===== config.mk =====
export PLATFORM = sky130hd
export DESIGN_NAME = msh_wr_in
export DESIGN_NICKNAME = d
export VERILOG_FILES = /design/src/rtl/mesh_pkg.sv /design/src/rtl/msh_wr_in_fifo.sv /design/src/rtl/msh_wr_in.sv
export SDC_FILE = /design/constraint.sdc
export NUM_CORES = 1
export LEC_CHECK = 0
export BUFFER_PORTS_ARGS = -buffer_cell sky130_fd_sc_hd__buf_2
export CORE_UTILIZATION = 50
export CTS_CLUSTER_SIZE = 24
export DETAILED_ROUTE_END_ITERATION = 10
export PLACE_DENSITY_LB_ADDON = 0.3
export SYNTH_ARGS = -nofsm -noshare
export SYNTH_HDL_FRONTEND = slang
export SYNTH_HIERARCHICAL = 1
export SYNTH_SLANG_ARGS = --single-unit

===== constraint.sdc =====
create_clock -name mclk -period 23.2 [get_ports mclk]
set_input_delay 5.8 -clock mclk [delete_from_list [all_inputs] [get_ports mclk]]
set_output_delay 5.8 -clock mclk [all_outputs]
set_load 0.02 [all_outputs]

===== src/rtl/mesh_pkg.sv =====
// Shared mesh definitions: write-request record and default sizes for msh_wr_in.
package mesh_pkg;

  localparam int MSH_WR_IN_DEPTH = 8;
  localparam int MSH_WR_ADDR_W   = 20;
  localparam int MSH_WR_DATA_W   = 64;

  // One buffered write request; address sits above data when packed.
  typedef struct packed {
    logic [MSH_WR_ADDR_W-1:0] addr;
    logic [MSH_WR_DATA_W-1:0] data;
  } msh_wr_req_t;

endpackage


===== src/rtl/msh_wr_in_fifo.sv =====
// Storage and pointer logic for the msh_wr_in request buffer.
// Pointers carry one extra wrap bit: equal pointers mean empty, equal index
// with differing wrap bit means full. Storage is deliberately not reset.
module msh_wr_in_fifo
  import mesh_pkg::*;
#(
  parameter int DEPTH = MSH_WR_IN_DEPTH,
  parameter int W     = $bits(msh_wr_req_t)
) (
  input  logic         clk,
  input  logic         rst_n,
  input  logic         push,
  input  logic         pop,
  input  logic [W-1:0] wdata,
  output logic [W-1:0] rdata,
  output logic         empty,
  output logic         full
);

  localparam int IW = $clog2(DEPTH);
  localparam int PW = IW + 1;

  logic [W-1:0]  mem [DEPTH];
  logic [PW-1:0] wr_ptr;
  logic [PW-1:0] rd_ptr;
  logic          do_push;
  logic          do_pop;

  assign empty = (wr_ptr == rd_ptr);
  assign full  = (wr_ptr[IW] != rd_ptr[IW]) && (wr_ptr[IW-1:0] == rd_ptr[IW-1:0]);

  // A push into a full buffer is only accepted when the head leaves in the same cycle.
  assign do_pop  = pop & ~empty;
  assign do_push = push & (~full | do_pop);

  assign rdata = mem[rd_ptr[IW-1:0]];

  // Entry storage: written at the tail, no reset.
  always_ff @(posedge clk) begin
    if (do_push) begin
      mem[wr_ptr[IW-1:0]] <= wdata;
    end
  end

  // Pointer registers; power-of-two depth makes the wrap bit toggle naturally.
  always_ff @(posedge clk or negedge rst_n) begin
    if (!rst_n) begin
      wr_ptr <= '0;
      rd_ptr <= '0;
    end else begin
      if (do_push) wr_ptr <= wr_ptr + PW'(1);
      if (do_pop)  rd_ptr <= rd_ptr + PW'(1);
    end
  end

endmodule


===== src/rtl/msh_wr_in.sv =====
// Mesh write-request ingress buffer. Upstream pushes under credit control (no
// back-pressure); each pop toward msh_wr_dp returns one credit a cycle later.
// Handshake: downstream transfer happens on a cycle where o_wr_vld & i_wr_rdy;
// the head stays stable while o_wr_vld=1 and i_wr_rdy=0. Upstream i_wr_vld
// is a push with no ready; pushing into a full buffer without a pop is dropped
// and sets the sticky o_ovf_err.
// Optional feature: define MSH_WR_IN_BYPASS_EN for a zero-latency path when
// the buffer is empty. Default build has a fixed one-cycle latency.
module msh_wr_in
  import mesh_pkg::*;
#(
  parameter int DEPTH  = MSH_WR_IN_DEPTH,
  parameter int ADDR_W = MSH_WR_ADDR_W,
  parameter int DATA_W = MSH_WR_DATA_W
) (
  input  logic                     mclk,
  input  logic                     mrst_n,
  input  logic                     i_wr_vld,
  input  logic [ADDR_W-1:0]        i_wr_addr,
  input  logic [DATA_W-1:0]        i_wr_data,
  output logic                     o_crd_rtn,
  output logic                     o_wr_vld,
  output logic [ADDR_W-1:0]        o_wr_addr,
  output logic [DATA_W-1:0]        o_wr_data,
  input  logic                     i_wr_rdy,
  output logic [$clog2(DEPTH):0]   o_occ,
  output logic                     o_ovf_err
);

  localparam int PW = $clog2(DEPTH) + 1;
  localparam int W  = ADDR_W + DATA_W;

  logic [W-1:0]  head;
  logic          empty;
  logic          full;
  logic          pop;
  logic          store;
  logic          drop;
  logic          byp_take;
  logic [PW-1:0] occ_q;
  logic          crd_q;
  logic          ovf_q;

  // Only a stored head can be popped; i_wr_rdy is ignored while empty.
  assign pop = ~empty & i_wr_rdy;

`ifdef MSH_WR_IN_BYPASS_EN
  // Empty buffer and an accepting consumer: the request flies straight through.
  assign byp_take = i_wr_vld & empty & i_wr_rdy;

  // Present the incoming request directly when nothing is queued.
  always_comb begin
    o_wr_vld               = ~empty | i_wr_vld;
    {o_wr_addr, o_wr_data} = head;
    if (empty) begin
      o_wr_addr = i_wr_addr;
      o_wr_data = i_wr_data;
    end
  end
`else
  assign byp_take = 1'b0;

  // Outputs come only from registered storage: no input-to-output path.
  always_comb begin
    o_wr_vld               = ~empty;
    {o_wr_addr, o_wr_data} = head;
  end
`endif

  assign store = i_wr_vld & ~byp_take & (~full | pop);
  assign drop  = i_wr_vld & full & ~pop;

  msh_wr_in_fifo #(
    .DEPTH (DEPTH),
    .W     (W)
  ) u_fifo (
    .clk   (mclk),
    .rst_n (mrst_n),
    .push  (store),
    .pop   (pop),
    .wdata ({i_wr_addr, i_wr_data}),
    .rdata (head),
    .empty (empty),
    .full  (full)
  );

  // Occupancy, credit-return pulse and sticky overflow flag.
  always_ff @(posedge mclk or negedge mrst_n) begin
    if (!mrst_n) begin
      occ_q <= '0;
      crd_q <= 1'b0;
      ovf_q <= 1'b0;
    end else begin
      case ({store, pop})
        2'b10:   occ_q <= occ_q + PW'(1);
        2'b01:   occ_q <= occ_q - PW'(1);
        default: occ_q <= occ_q;
      endcase
      crd_q <= pop | byp_take;
      if (drop) ovf_q <= 1'b1;
    end
  end

  assign o_occ     = occ_q;
  assign o_crd_rtn = crd_q;
  assign o_ovf_err = ovf_q;

endmodule


==> qor.yml <==
fin_worst_skew_ns: 0.0197
cells_traversed_along_the_worst_timing_path: "buf_4 > buf_4 > mux4_2 > mux2_2 > buf_2"
grt_first_pass_wirelength_um: 75800
core.rowCount: 83
synthesis.area_per_instance_um2: 24.6
worstSetupEndpointType: "output port"
worstHoldPathCells: 1
clk-insertion-delay-late_ns: 0.59
place_ws_ns: 13.45
hpwlAfterDp_um: 26100
pnr_worst_setup_slack_ns: 13.04
cpPeakStageDelay_ns: 0.89
cellLeakagePower_nw: 9.69
critPathMostFrequentCell: "buf_4"
grt_setup_unrepaired: "false"
cts-root-buf: "clkbuf_16"
cts_tree: "built"
fmaxAchievable_mhz: 98.4
synthAdderAreaFrac_pct: 0.240
final_nets: 1372
synth_ff_type: "edfxtp_1"
cp-start-kind: "register"
netlist-cell-type-count: 36
synth_top_family_by_area: "multiplexers"
drt_pre_antenna_iters: 4
syn_to_final_growth_pct: 14.5
timing.hold.worst_endpoint: "o_occ[3]$_DFFE_PN0P_"
crit_arrival_ns: 4.36
critPathRequiredTime_ns: 17.40
vias: 11500
port_buffer_cells: 178
post_cts_hold_buffer_count: 0
hold_viol: 0
multiplexer_share_of_the_synthesized_area_pct: 18.3
synth_enable_flop_cells: 672
yosys.area_share.xor_xnor_pct: 0.471
setup.reg_to_reg.worst_slack_ns: 17.57
path_clk_slew_ns: 0.06
dr.first_iter.drc_count: 795
antenna_violations_before_repair: 8
startpoint_of_the_most_critical_register_to_register_path: "u_fifo/rd_ptr[2]$_DFFE_PN0P_"
grt.total_usage_pct: 19.4
synth_top_cells_by_count: "edfxtp_1 (672), mux4_2 (168), mux2_2 (85)"
critPathKind: "register to output port"
overflow: 0
synthesis.instances: 1060
postLayoutCoreUtil_pct: 58.0
r2r.worst_path.cells: 11
worst-path-max-fanout: 48
cts-resized-gates: 0
finalWirelength_um: 49700
coreArea_um2: 51400
fillers: 3696
power_density_nw_per_um2: 132
report.final.slew_viol_count: 0
fin_crit_sh_pct: 43.8
drt-wirelength-per-cell_um: 24.7
gpl.final_weighted_congestion: 0.732
hold_path.startpoint: "o_occ[3]$_DFFE_PN0P_"
ys_async_sr_fraction_pct: 2.04
worst_slew_pin_slew_ns: 1.16
fin_crit_ns: 10.16
detail_route.vias_per_cell: 5.72
post_synthesis_instance_area_um2: 26000
synth_seq_cells: 686
run_status: "finished clean"
synth.net_count: 1153
cts_made_buffers: 68
grt_start_max_net_pins: 80
initial_standard_cell_utilization_of_the_core_pct: 50.7
numClockSinks: 686
die_x_um: 230
cts_setup_buffers: 0
layout-drive-gt1-share_pct: 41.9
yosysTopAreaCell: "edfxtp_1"
relSlewSlack_pct: 22.7
cts_htree_levels: 3
post-place-cells: 1889
setup-tns-final_ns: 0
synthTopCellsByArea: "edfxtp_1 (77%), mux4_2 (15%), mux2_2 (3.7%)"
fin_cells: 2009
timing.final.setup_violations: 0
io_pins: 179
timing.critical_path.slowest_stage_cell: "dfrtp_4"
regToRegEndpoint: "u_fifo/mem[6][80]$_DFFE_PP_"
synthSimpleGateAreaFrac_pct: 0.663
post_detailed_route_count_of_antenna_violating_nets: 0
synth_top_area_share_pct: 77.5
ys.warnings.count: 6
synth-seq-area-share_pct: 78.8
most_instantiated_library_cell_after_synthesis: "edfxtp_1"
cts_buffer_depth: 3
route.detailed.drc: 0
hold_path_class: "register to register"
cap_violations: 0
synthesized_area_fraction_occupied_by_ao_oa_aoi_and_oai_cells_pct: 0.303
vdd_ir_drop_max_mv: 0.103
floorplan.die_area_um2: 53000
die_h_um: 230
number_of_global_route_vias_before_repair: 12300
-- worst max path at each step --
stage,startpoint,endpoint,slack (ns),depth (start not counted)
2_1_floorplan,i_wr_rdy,u_fifo/mem[3][0]$_DFFE_PP_,7.44,5
3_3_place_gp,u_fifo/rd_ptr[0]$_DFFE_PN0P_,o_wr_data[39],13.46,5
3_5_place_dp,u_fifo/rd_ptr[0]$_DFFE_PN0P_,o_wr_data[39],13.45,5
4_1_cts,u_fifo/rd_ptr[0]$_DFFE_PN0P_,o_wr_data[39],12.82,5
5_1_grt,u_fifo/rd_ptr[0]$_DFFE_PN0P_,o_wr_data[44],12.61,5
6_report,u_fifo/rd_ptr[0]$_DFFE_PN0P_,o_wr_data[43],13.04,5
-- metal layers --
metal  routed length (um)  track usage (%)
met1                20900             25.5
met2                25000             32.1
met3                 2930             5.00
met4                  779             5.71
met5                   59                0
-- state kept, by name (all words and copies together) (netlist names) --
register / count
o_crd_rtn: 1
o_occ: 4
o_ovf_err: 1
u_fifo/mem: 672
u_fifo/rd_ptr: 4
u_fifo/wr_ptr: 4
-- worst max-delay path: cells and delay by family, from the launching register on --
| family | cells | cell delay (ns) |
|---|---|---|
| buf+inv | 3 | 1.85 |
| mux | 2 | 0.90 |
| flops | 1 | 0.89 |
-- layout make-up --
cell class	count	area, um2	share of cell area [%]
Antenna cell	3	7.51	0.0252
Clock buffer	88	1830	6.13
Clock inverter	29	269	0.902
Inverter	3	11.3	0.0378
Multi-Input combinational cell	318	5250	17.6
Sequential cell	686	20500	68.9
Tap cell	680	851	2.85
Timing Repair Buffer	202	1070	3.59
-- layout by cell type (no fill, tap or decap), types with 9 or more instances in the layout --
cell type and n:
mux4_2 168, mux2_2 85, buf_4 24, nand2_1 9, clkbuf_16 70, buf_2 178, xnor2_1 9, clkinv_2 10
clkinv_1 12, clkbuf_1 17, edfxtp_1 672, dfrtp_1 11
-- cell families (layout without fill, tap and decap cells) --
family,Yosys count,in the layout
simple gates,33,33
xor+xnor,14,14
fa+ha+maj,5,5
buf+inv,56,322
mux,255,255
other cells,0,3
compound gates,11,11
flops,686,686
-- per-stage QoR --
stage / hold slack [ns] / power (W) / area (um2)
after floorplan: 0.552 / 0.00261 / 26000
after global placement: 0.451 / 0.00293 / 27700
after detailed placement: 0.465 / 0.00295 / 27700
after CTS: 0.477 / 0.00400 / 29800
after global routing: 0.511 / 0.00412 / 29800
final: 0.474 / 0.00394 / 29800
-- power breakdown --
part / total (W) / internal, W / switching [W]
sequential: 0.00168 / 0.00158 / 0.000102
combinational: 0.00121 / 0.000544 / 0.000670
clock: 0.00104 / 0.000610 / 0.000434
Power figures use the tool's default switching activity.
